==> config.mk <==
export PLATFORM = sky130hd
export DESIGN_NAME = timer_counter
export DESIGN_NICKNAME = d
export VERILOG_FILES = /design/src/rtl/timer_counter.sv
export SDC_FILE = /design/constraint.sdc
export NUM_CORES = 1
export LEC_CHECK = 0
export CORE_ASPECT_RATIO = 0.5
export CORE_UTILIZATION = 51
export CTS_CLUSTER_SIZE = 12
export DETAILED_ROUTE_END_ITERATION = 12
export GPL_ROUTABILITY_DRIVEN = 0
export PLACE_DENSITY = 0.78
export SYNTH_ARGS = -nofsm -noshare
export SYNTH_HDL_FRONTEND = slang
export SYNTH_SLANG_ARGS = --single-unit
export TNS_END_PERCENT = 10
==> constraint.sdc <==
create_clock -name clk -period 5.9 [get_ports clk]
set_input_delay 1.18 -clock clk [delete_from_list [all_inputs] [get_ports clk]]
set_output_delay 1.18 -clock clk [all_outputs]
set_load 0.02 [all_outputs]
==> src/rtl/timer_counter.sv <==
// Memory-mapped down-counting timer with a level interrupt output.
// Defining TIMER_PRESCALE_EN adds the PRESC register and the prescale counter.
module timer_counter #(
   parameter int PRESC_W = 16
) (
   input  logic        clk,
   input  logic        reset,
   input  logic [1:0]  Dev_Addr,
   input  logic [31:0] Dev_DataIn,
   input  logic        WE,
   output logic [31:0] RD,
   output logic        IRQ
);

   localparam logic [1:0] S_IDLE = 2'd0;
   localparam logic [1:0] S_LOAD = 2'd1;
   localparam logic [1:0] S_CNT  = 2'd2;
   localparam logic [1:0] S_INT  = 2'd3;

   logic [1:0]         state_q, state_d;
   logic [3:0]         ctrl_q, ctrl_d;
   logic [31:0]        preset_q, preset_d;
   logic [31:0]        count_q, count_d;
   logic               irq_q, irq_d;
   logic [PRESC_W-1:0] presc_rd;
   logic               tick;

`ifdef TIMER_PRESCALE_EN
   logic [PRESC_W-1:0] presc_q, presc_d;
   logic [PRESC_W-1:0] psc_cnt_q, psc_cnt_d;

   assign tick     = (psc_cnt_q == presc_q);
   assign presc_rd = presc_q;
`else
   assign tick     = 1'b1;
   assign presc_rd = '0;
`endif

   always_comb begin
      state_d  = state_q;
      ctrl_d   = ctrl_q;
      preset_d = preset_q;
      count_d  = count_q;
      irq_d    = irq_q;
`ifdef TIMER_PRESCALE_EN
      presc_d   = presc_q;
      psc_cnt_d = psc_cnt_q;
`endif

      case (state_q)
         S_IDLE: begin
            if (ctrl_q[0]) state_d = S_LOAD;
         end
         S_LOAD: begin
            count_d = preset_q;
`ifdef TIMER_PRESCALE_EN
            psc_cnt_d = '0;
`endif
            state_d = S_CNT;
         end
         S_CNT: begin
            if (!ctrl_q[0]) begin
               state_d = S_IDLE;
            end else if (count_q == 32'd0) begin
               state_d = S_INT;
               irq_d   = 1'b1;
            end else begin
`ifdef TIMER_PRESCALE_EN
               psc_cnt_d = tick ? '0 : psc_cnt_q + PRESC_W'(1);
`endif
               if (tick) count_d = count_q - 32'd1;
            end
         end
         default: begin
            if (ctrl_q[2:1] == 2'b01) begin
               state_d = S_LOAD;
               irq_d   = 1'b0;
            end else begin
               ctrl_d[0] = 1'b0;
               state_d   = S_IDLE;
            end
         end
      endcase

      // Bus writes win over the FSM's own EN/irq updates.
      if (WE) begin
         case (Dev_Addr)
            2'd0: begin
               ctrl_d = Dev_DataIn[3:0];
               irq_d  = 1'b0;
               if (!Dev_DataIn[0]) state_d = S_IDLE;
            end
            2'd1: preset_d = Dev_DataIn;
`ifdef TIMER_PRESCALE_EN
            2'd3: presc_d = Dev_DataIn[PRESC_W-1:0];
`endif
            default: ;
         endcase
      end
   end

   always_ff @(posedge clk or posedge reset) begin
      if (reset) begin
         state_q  <= S_IDLE;
         ctrl_q   <= '0;
         preset_q <= '0;
         count_q  <= '0;
         irq_q    <= 1'b0;
`ifdef TIMER_PRESCALE_EN
         presc_q   <= '0;
         psc_cnt_q <= '0;
`endif
      end else begin
         state_q  <= state_d;
         ctrl_q   <= ctrl_d;
         preset_q <= preset_d;
         count_q  <= count_d;
         irq_q    <= irq_d;
`ifdef TIMER_PRESCALE_EN
         presc_q   <= presc_d;
         psc_cnt_q <= psc_cnt_d;
`endif
      end
   end

   always_comb begin
      case (Dev_Addr)
         2'd0:    RD = {28'd0, ctrl_q};
         2'd1:    RD = preset_q;
         2'd2:    RD = count_q;
         default: RD = 32'(presc_rd);
      endcase
   end

   assign IRQ = irq_q & ctrl_q[3];

endmodule

==> results.yml <==
timing:
  worst_slew_pin_slew_ns: 0.809
  period_minus_slack_ns: 4.76
  fin_tns_setup_ns: 0
  hold_violations: 0
  period_share_pct: 80.6
  finalMaxSlewViolations: 0
  rsz0062_at_grt: "no"
  relSlewSlack_pct: 46.0
  setup_viol: 0
  clock.fmax_mhz: 210
  final.setup_skew_ns: 0.00523
floorplanning:
  dieWidth_microns: 127
  core_region_area_sq_um: 7430
  rows: 22
  fp.dieArea_sq_um: 8150
  die_y_microns: 64.4
  boundaryPins: 70
  initial_core_util_pct: 53.4
clock_network:
  cts_buffers: 9
  cts_tree: "yes"
  cts_max_path_buffers: 2
  postCtsResizedCells: 0
  path_clk_slew_ns: 0.05
  h-tree-depth: 3
  clock-root-buffer: "clkbuf_16"
  clock-sinks: 71
  clk_latency_ns: 0.33
  cts_setup_buffers: 0
  cts-hold-fix-buffers: 0
routing:
  drt_wl_total_microns: 9510
  ant_nets: 0
  drt-pass1-iter-count: 5
  drtIter0Drc: 296
  vias_per_cell: 6.14
  wire_per_inst_microns: 16.8
  dr_total_vias: 3469
  drcViolationCount: 0
synth:
  async_flop_share_pct: 100
  ys_types: 55
  synth_area_per_cell_sq_um: 9.74
  synth_top_flop_cell: "dfrtp_1"
  synthCells: 407
  syn-cell-area_sq_um: 3970
  ys_seq_area_share_pct: 44.8
  synth_edf_count: 0
  syn-num-nets: 446
  ys_ff_latch: 71
  synth_warnings: 0
worst_setup_path:
  startpoint_type: "primary input"
  cp-end-kind: "output pin"
  cpPeakStageDelay_ns: 0.64
  crit_top_cell: "clkdlybuf4s50_1"
  crit_family: "buffers and inverters"
  crit_arrival_ns: 3.58
  worst-setup-path-type: "primary input to output pin"
  cp.buffers_inverters: 3
  rr_startpoint: "count_q[25]"
  cp_cell_sequence: "clkdlybuf4s50_1 -> nor2b_2 -> buf_4 -> nand2_1 -> o21ai_0 -> clkdlybuf4s50_1"
  cp_max_fo: 18
  cp_slowest_cell: "clkdlybuf4s50_1"
  required_ns: 4.72
  critPathLaunch: "Dev_Addr[0]"
placement:
  dp_hpwl_microns: 6480
  port_buffers: 69
outcome:
  status: "finished, final reports clean"
pwr:
  finalPower_mw: 2.23
  p_per_area_nw_per_um2: 446
  p_leak_nw: 1.98
  peakVddDrop_v: 0.000197
finish:
  final_common_cell: "dfrtp_1"
  final_cell_mix: "dfrtp_1, clkdlybuf4s50_1, nor2_1"
  nets: 503
  syn2layout_area_growth_pct: 26.0
  antenna_cells: 0
  layout-drive-gt1-share_pct: 16.0
grt:
  grt-ovfl-total: 0
  antenna_found_initial: 0
  grt_pass1_wl_microns: 16000
  grt_max_degree: 53
  grt_pass1_vias: 3209
  grtUsageTotal_pct: 25.3
hold_path:
  worstHoldStart: "ctrl_q[1]"
  hold_class: "register to register"
run:
  cap_violations: 0
synth_stat cells, types with 2 or more instances:
library cell / instances / area share (%)
nand2b_1: 2 / 0.32
nand2_1: 21 / 2.0
clkbuf_1: 16 / 1.5
a31oi_1: 5 / 0.79
a32oi_1: 3 / 0.66
o22ai_1: 6 / 0.95
nor2_1: 37 / 3.5
nor4_1: 10 / 1.6
buf_4: 2 / 0.38
o21ai_0: 36 / 4.5
a2bb2oi_1: 3 / 0.66
buf_1: 5 / 0.47
nand3_1: 6 / 0.76
nand4_1: 5 / 0.79
nor2b_1: 6 / 0.95
mux2_2: 35 / 9.9
dfrtp_1: 71 / 45
a22oi_1: 3 / 0.57
a22o_1: 27 / 6.0
or2_2: 2 / 0.32
o22a_1: 6 / 1.3
and3_1: 2 / 0.32
a21oi_1: 32 / 4.0
mux2i_1: 4 / 1.0
or3_4: 3 / 0.85
or3_1: 4 / 0.63
buf_6: 2 / 0.57
o31a_2: 2 / 0.50
nor3_1: 15 / 1.9
inv_1: 8 / 0.76
buf_2: 2 / 0.25
o311ai_0: 2 / 0.44
ha_1: 2 / 0.63
power by group:
group,switching (mW),internal (mW)
Clock,0.194,0.360
Sequential,0.208,0.649
Combinational,0.444,0.375
Total,0.846,1.38
registers in the layout (all words and copies together), names as in the netlist:
register	cells
state_q	2
count_q	32
ctrl_q	4
preset_q	32
irq_q	1
worst register-to-register path, cell delays in order, from the launching register on:
cell and delay [ns]:
dfrtp_1 0.43, or3_4 0.42, nor4_1 0.53, nand4_1 0.41, a31oi_4 0.52, buf_4 0.45, nor2_1 0.10, o22a_2 0.20
metal layers:
layer / vias to the layer above / track usage [%] / wire length, microns
li1: 1652 / - / -
met1: 1692 / 34.5 / 4420
met2: 117 / 40.9 / 4490
met3: 8 / 5.53 / 504
met4: 0 / 6.99 / 99
met5: - / 0 / 0
area by class of cell:
class / count / area [sq um]
multi-input cells: 298 / 2020
well taps: 96 / 120
repair buffers: 76 / 743
inverters: 8 / 30.0
flip-flops and latches: 71 / 1780
clock inverters: 3 / 40.0
fillers: 606 / 2430
clock buffers: 13 / 270
metrics by stage:
stage / hold slack (ns) / cell area, sq um / setup WS (ns) / util [%] / instances
6_report: 0.528 / 5000 / 1.14 / 67.2 / 565
3_3_place_gp: 0.507 / 4690 / 1.23 / 63.1 / 549
2_1_floorplan: 0.473 / 3970 / 2.27 / - / 407
5_1_grt: 0.553 / 5000 / 1.05 / 67.2 / 565
3_5_place_dp: 0.525 / 4690 / 1.18 / 63.1 / 549
4_1_cts: 0.536 / 5000 / 1.17 / 67.2 / 565
worst paths after layout:
kind / end / slack, ns / cells after the start
min in group asynchronous: count_q[23] / 1.16 / 2
max in group asynchronous: preset_q[0] / 3.72 / 3
setup reg to reg: count_q[21] / 2.72 / 7
setup / recovery: RD[0] / 1.14 / 6
hold reg to reg: ctrl_q[1] / 0.53 / 1
hold / removal: ctrl_q[1] / 0.53 / 1
cells by family after synthesis:
kind of cell	count (synthesis)	synth area share, %
and+or+nand+nor	121	15.9
muxes	39	10.9
DFF	71	44.8
buffers and inverters	38	4.73
adders and majority gates	2	0.631
AOI/OAI and AO/OA	136	23.0
(Power assumes the default switching activity.)
